## src/rtl/if_id_stage_if.sv

```systemverilog
// Fetch-to-decode bundle: PC/instruction in, redirect/stall controls, next-PC and IF/ID register out.
// Optional fetch/bubble counters are present only when IF_STATS_EN is defined.
interface if_id_stage_if #(
    parameter int WIDTH       = 32,
    parameter int INSTR_WIDTH = 32
);
    logic [WIDTH-1:0]       PcIn;
    logic [INSTR_WIDTH-1:0] Instr;
    logic                   stall;
    logic                   branch_taken;
    logic [WIDTH-1:0]       branch_target;
    logic                   jump;
    logic [WIDTH-1:0]       jump_target;
    logic [WIDTH-1:0]       PcNext;
    logic [WIDTH-1:0]       IfIdPc;
    logic [INSTR_WIDTH-1:0] IfIdInstr;
    logic                   IfIdValid;
`ifdef IF_STATS_EN
    logic [31:0]            fetch_count;
    logic [31:0]            bubble_count;

    modport master (
        output PcIn, Instr, stall, branch_taken, branch_target, jump, jump_target,
        input  PcNext, IfIdPc, IfIdInstr, IfIdValid, fetch_count, bubble_count
    );
    modport slave (
        input  PcIn, Instr, stall, branch_taken, branch_target, jump, jump_target,
        output PcNext, IfIdPc, IfIdInstr, IfIdValid, fetch_count, bubble_count
    );
`else
    modport master (
        output PcIn, Instr, stall, branch_taken, branch_target, jump, jump_target,
        input  PcNext, IfIdPc, IfIdInstr, IfIdValid
    );
    modport slave (
        input  PcIn, Instr, stall, branch_taken, branch_target, jump, jump_target,
        output PcNext, IfIdPc, IfIdInstr, IfIdValid
    );
`endif
endinterface

```

## src/rtl/if_id_stage.sv

```systemverilog
// Purpose: next-PC select plus IF/ID pipeline register with stall hold and redirect bubbles (IF_STATS_EN adds counters).
// Latency: PcNext combinational; instruction at cycle N appears on IfId* after edge N+1.
// Backpressure: stall holds PC and IF/ID contents; a jump/branch redirect overrides stall and injects FLUSH_SLOTS bubbles.
module if_id_stage #(
    parameter int WIDTH       = 32,
    parameter int INSTR_WIDTH = 32,
    parameter int FLUSH_SLOTS = 1
) (
    input logic          clk,
    input logic          rst,
    if_id_stage_if.slave bus
);
    typedef enum logic {RUN, SQUASH} state_t;

    localparam logic [1:0] RELOAD = 2'(FLUSH_SLOTS - 1);
    localparam bit         MULTI  = (FLUSH_SLOTS > 1);

    state_t                 state_q, state_d;
    logic [1:0]             cnt_q, cnt_d;
    logic [WIDTH-1:0]       pc_q, pc_d;
    logic [INSTR_WIDTH-1:0] instr_q, instr_d;
    logic                   vld_q, vld_d;
    logic                   redirect;
    logic                   load_bubble;
    logic                   load_fetch;
    logic [WIDTH-1:0]       pc_inc;

    assign redirect = bus.jump | bus.branch_taken;
    assign pc_inc   = bus.PcIn + WIDTH'(1);

    always_comb begin
        if (bus.jump)
            bus.PcNext = bus.jump_target;
        else if (bus.branch_taken)
            bus.PcNext = bus.branch_target;
        else if (bus.stall)
            bus.PcNext = bus.PcIn;
        else
            bus.PcNext = pc_inc;
    end

    always_comb begin
        state_d     = state_q;
        cnt_d       = cnt_q;
        load_bubble = 1'b0;
        load_fetch  = 1'b0;
        case (state_q)
            RUN: begin
                if (redirect) begin
                    load_bubble = 1'b1;
                    if (MULTI) begin
                        cnt_d   = RELOAD;
                        state_d = SQUASH;
                    end
                end else if (!bus.stall) begin
                    load_fetch = 1'b1;
                end
            end
            SQUASH: begin
                if (redirect) begin
                    load_bubble = 1'b1;
                    if (MULTI)
                        cnt_d = RELOAD;
                    else
                        state_d = RUN;
                end else if (!bus.stall) begin
                    // cnt counts bubbles still owed; the one loaded at cnt==1 is the last
                    load_bubble = 1'b1;
                    cnt_d       = cnt_q - 2'd1;
                    if (cnt_q == 2'd1)
                        state_d = RUN;
                end
            end
            default: state_d = RUN;
        endcase
    end

    always_comb begin
        pc_d    = pc_q;
        instr_d = instr_q;
        vld_d   = vld_q;
        if (load_bubble) begin
            pc_d    = '0;
            instr_d = '0;
            vld_d   = 1'b0;
        end else if (load_fetch) begin
            pc_d    = pc_inc;
            instr_d = bus.Instr;
            vld_d   = 1'b1;
        end
    end

    always_ff @(posedge clk or posedge rst) begin
        if (rst) begin
            state_q <= RUN;
            cnt_q   <= 2'd0;
            pc_q    <= '0;
            instr_q <= '0;
            vld_q   <= 1'b0;
        end else begin
            state_q <= state_d;
            cnt_q   <= cnt_d;
            pc_q    <= pc_d;
            instr_q <= instr_d;
            vld_q   <= vld_d;
        end
    end

    assign bus.IfIdPc    = pc_q;
    assign bus.IfIdInstr = instr_q;
    assign bus.IfIdValid = vld_q;

`ifdef IF_STATS_EN
    logic [31:0] fetch_q, bubble_q;

    always_ff @(posedge clk or posedge rst) begin
        if (rst) begin
            fetch_q  <= 32'd0;
            bubble_q <= 32'd0;
        end else begin
            if (load_fetch && fetch_q != 32'hFFFF_FFFF)
                fetch_q <= fetch_q + 32'd1;
            if (load_bubble && bubble_q != 32'hFFFF_FFFF)
                bubble_q <= bubble_q + 32'd1;
        end
    end

    assign bus.fetch_count  = fetch_q;
    assign bus.bubble_count = bubble_q;
`endif
endmodule

```

## src/flat_wrapper.sv

```systemverilog
// flat-port wrapper written by rule: the top's interface ports become plain ports
module if_id_stage_flat 
#(
    parameter int WIDTH       = 32,
    parameter int INSTR_WIDTH = 32,
    parameter int FLUSH_SLOTS = 1
)
  (clk, rst, bus_PcIn, bus_Instr, bus_stall, bus_branch_taken, bus_branch_target, bus_jump, bus_jump_target, bus_PcNext, bus_IfIdPc, bus_IfIdInstr, bus_IfIdValid);
  if_id_stage_if #(.WIDTH(WIDTH), .INSTR_WIDTH(INSTR_WIDTH)) bus_i ();
  input logic clk;
  input logic rst;
  input wire logic [$bits(bus_i.PcIn)-1:0] bus_PcIn;
  input wire logic [$bits(bus_i.Instr)-1:0] bus_Instr;
  input wire logic [$bits(bus_i.stall)-1:0] bus_stall;
  input wire logic [$bits(bus_i.branch_taken)-1:0] bus_branch_taken;
  input wire logic [$bits(bus_i.branch_target)-1:0] bus_branch_target;
  input wire logic [$bits(bus_i.jump)-1:0] bus_jump;
  input wire logic [$bits(bus_i.jump_target)-1:0] bus_jump_target;
  output wire logic [$bits(bus_i.PcNext)-1:0] bus_PcNext;
  output wire logic [$bits(bus_i.IfIdPc)-1:0] bus_IfIdPc;
  output wire logic [$bits(bus_i.IfIdInstr)-1:0] bus_IfIdInstr;
  output wire logic [$bits(bus_i.IfIdValid)-1:0] bus_IfIdValid;
  assign bus_i.PcIn = bus_PcIn;
  assign bus_i.Instr = bus_Instr;
  assign bus_i.stall = bus_stall;
  assign bus_i.branch_taken = bus_branch_taken;
  assign bus_i.branch_target = bus_branch_target;
  assign bus_i.jump = bus_jump;
  assign bus_i.jump_target = bus_jump_target;
  assign bus_PcNext = bus_i.PcNext;
  assign bus_IfIdPc = bus_i.IfIdPc;
  assign bus_IfIdInstr = bus_i.IfIdInstr;
  assign bus_IfIdValid = bus_i.IfIdValid;
  if_id_stage #(.WIDTH(WIDTH), .INSTR_WIDTH(INSTR_WIDTH), .FLUSH_SLOTS(FLUSH_SLOTS)) u_core (.clk(clk), .rst(rst), .bus(bus_i));
endmodule
```

## config.mk

```make
export PLATFORM = sky130hd
export DESIGN_NAME = if_id_stage_flat
export DESIGN_NICKNAME = d
export VERILOG_FILES = /design/src/rtl/if_id_stage_if.sv /design/src/rtl/if_id_stage.sv /design/src/flat_wrapper.sv
export SDC_FILE = /design/constraint.sdc
export NUM_CORES = 1
export LEC_CHECK = 0
export ABC_AREA = 0
export CORE_ASPECT_RATIO = 1.4
export CORE_MARGIN = 2
export CORE_UTILIZATION = 43
export DETAILED_ROUTE_END_ITERATION = 6
export MAX_ROUTING_LAYER = met4
export PLACE_DENSITY = 0.87
export SKIP_CTS_REPAIR_TIMING = 1
export SYNTH_ARGS = -nofsm -noshare
export SYNTH_HDL_FRONTEND = slang
export SYNTH_SLANG_ARGS = --single-unit
```

## constraint.sdc

```tcl
create_clock -name clk -period 8.25 [get_ports clk]
set_clock_uncertainty 0.2 [all_clocks]
set_input_delay 1.65 -clock clk [delete_from_list [all_inputs] [get_ports clk]]
set_output_delay 1.65 -clock clk [all_outputs]
set_load 0.02 [all_outputs]
```

==> impl_results.md <==
- Clock Path Buffers: 2
- YS warnings: 0
- Sink Count: 68
- Leakage: 0.00270 uW
- Count of cell types in the netlist: 50
- Share of layout cells above drive strength 1: 5.21%
- Rel. slew slack: 20.4%
- Routed Antenna Nets: 0
- Cells after Synth: 479
- Worst Setup Start Kind: input port
- Worst-margin pin slew: roughly 1.2 ns
- Path depth of the worst reg2reg path: 2
- Final Instance Area: 6910 sq um
- Worst path arrival time: 4.90 ns
- Commonest non-fill, non-tap cell in the layout: clkdlybuf4s50_1
- Worst Hold Launch: u_core.bus.IfIdPc[31]
- Vias post-DR: ~4600
- Initial antenna violation count: 0
- Min-delay worst type: reg -> reg
- Routed wire length: 15200 um
- Critical R2R Capture: u_core.bus.IfIdPc[24]
- Synthesized Nets: 614
- PwrDens: 146 nW/um^2
- Register bit total from synthesis: 68
- Hold WS: 0.283 ns
- Fill cells: 735
- Nets: 822
- Clock H-tree levels: 3
- Hold Vio Cnt, Final: 0
- CP Max Fanout: 10
- Vias in the first global route: roughly 4500
- Hold EP: u_core.bus.IfIdPc[31]
- Hold path depth: 2
- Max-cap violations: 0
- Max Freq: 0.148 GHz
- Die area: 10700 sq um
- Drt pass-1 iters: 5
- Initial DRC Count: 272
- Final-report max-slew violation count: 0
- Syn Area/Cell: 8.86 sq um
- First-pass GRT wire length: between 20000 and 25000 um
- GP Congestion: 0.925
- Final period utilization: 81.8%
- Clock root cell: clkbuf_16
- R2R Setup Slk: 6.40 ns
- Core ar.: 9510 sq um
- Number of port buffers: between 200 and 250
- Critical R2R Launch: u_core.state_q
- Die X: 87.9 um
- Area Growth Syn to Fin: 62.9%
- Overflow after GRT: 0
- Crit Path Category: in -> out
- Sequential area share after synthesis: between 40% and 50%
- Synth area leader: dfrtp_1
- Setup TNS: 0 ns
- DR DRC count: 0
- EDFF count, synth: 0
- Top_reg_cell synth: dfrtp_1
- Worst skew pair latency: 0.33 ns
- Commonest cells after routing, fill and taps aside: clkdlybuf4s50_1 (229), dfrtp_1 (68), nand2_1 (58)
- Post-synth ARST share: 100%
- Die height: 122 um
- Multi-input gate area: 2370 sq um
- RSZ-0062 raised after global routing: no
- Max IR drop VDD: approximately 0.13 mV
- Post-synth top area share: approximately 40%
- GRT Total Usage: 28.4%
- Placed cell area: roughly 6600 sq um
- CTS tree: done
- Clock-pin slew on the worst setup and hold paths: 0.06 ns
- DR WL/cell: 18.5 um
- Rows: 42
- Largest net degree at the start of global routing: 69
- Critical Path Sink Type: output pin
- Post-DP HPWL: 11400 um
- Pwr Total: 1010 uW
- Cell area after synthesis: around 4200 sq um
- Antenna Cells: 0
- Cts bufs inserted: 9
- Synth area leaders: dfrtp_1 (40%), xnor2_1 (7.4%), a22o_1 (7.0%)
- Register area: 1700 sq um
- Vias per inst: 5.64
- Outcome: complete, no violations
- Req. time, crit path: 6.40 ns
- Min Tclk post-route: 6.75 ns
- Placement Setup Slack: 1.52 ns
- # setup viols final: 0
- # IOs: 230
- Final setup margin: around 1.5 ns
- Initial core utilization: 44.6%
==> cells by family after synthesis <==
group	after synthesis	share of synthesized area, %
fa+ha+maj	2	0.590
xor+xnor	56	11.6
mux	5	1.24
compound gates	139	21.3
flops	68	40.1
simple gates	165	21.1
buf+inv	44	4.10
==> Yosys cell counts (all sizes together) (2+ instances only) <==
cell type,instances
a21oi,24
a22o,34
a22oi,10
and2,4
and3,5
and4,3
buf,3
clkbuf,34
dfrtp,68
ha,2
inv,6
mux2,2
mux2i,3
nand2,58
nand2b,2
nand3,10
nand3b,3
nand4,12
nor2,25
nor2b,3
nor3,16
nor3b,3
nor4,10
o211ai,4
o21ai,52
o221a,2
o22ai,6
or3,4
or4,4
xnor2,36
xor2,20
==> worst max path at each step <==
stage	startpoint	endpoint	slack [ns]	cells after the start
final	bus_PcIn[0]	bus_PcNext[30]	1.50	8
after floorplan	bus_PcIn[0]	bus_PcNext[22]	2.88	7
after global routing	bus_PcIn[0]	bus_PcNext[24]	1.38	8
after detailed placement	bus_PcIn[0]	bus_PcNext[30]	1.52	8
after global placement	bus_PcIn[0]	bus_PcNext[30]	1.58	8
after CTS	bus_PcIn[0]	bus_PcNext[30]	1.52	8
==> sequential cells by signal, indices dropped and copies added (netlist names) <==
register and cells:
u_core.bus.IfIdPc 32, u_core.bus.IfIdValid 1, u_core.bus.IfIdInstr 32, u_core.state_q 1
u_core.cnt_q 2
==> layout make-up <==
class | count | share of cell area [%]
clock buffers | 11 | 3.51
inverters | 7 | 0.380
flip-flops and latches | 68 | 24.6
clock inverters | 4 | 1.07
multi-input cells | 367 | 34.3
repair buffers | 234 | 33.7
well taps | 132 | 2.39
==> report_power, final <==
group	total, uW	switching, uW	internal (uW)
logic	246	120	127
registers	350	5.53	344
clock network	410	139	271
total	1010	265	742
==> per-layer routing <==
layer	vias up	track usage, %	part of all wire (%)
met1	2207	31.9	37
met5	-	-	0
met2	247	48.3	52
met3	43	5.51	6.9
li1	2145	-	-
met4	0	12.6	3.5
==> stage by stage <==
| step | std cells | utilization, % |
|---|---|---|
| final | 823 | 72.7 |
| after global routing | 823 | 72.7 |
| after CTS | 823 | 72.7 |
| after detailed placement | 808 | 69.3 |
| after global placement | 808 | 69.3 |
| after floorplan | 479 | - |
==> worst max-delay path, cell delays in order <==
cell and delay [ns]:
clkdlybuf4s50_1 0.60, ha_1 0.27, nand3_2 0.18, or4_1 0.86, nor4_4 0.43, nand3b_1 0.15
o211a_1 0.15, clkdlybuf4s50_1 0.60
No activity file was read; power rests on OpenSTA's default activity.
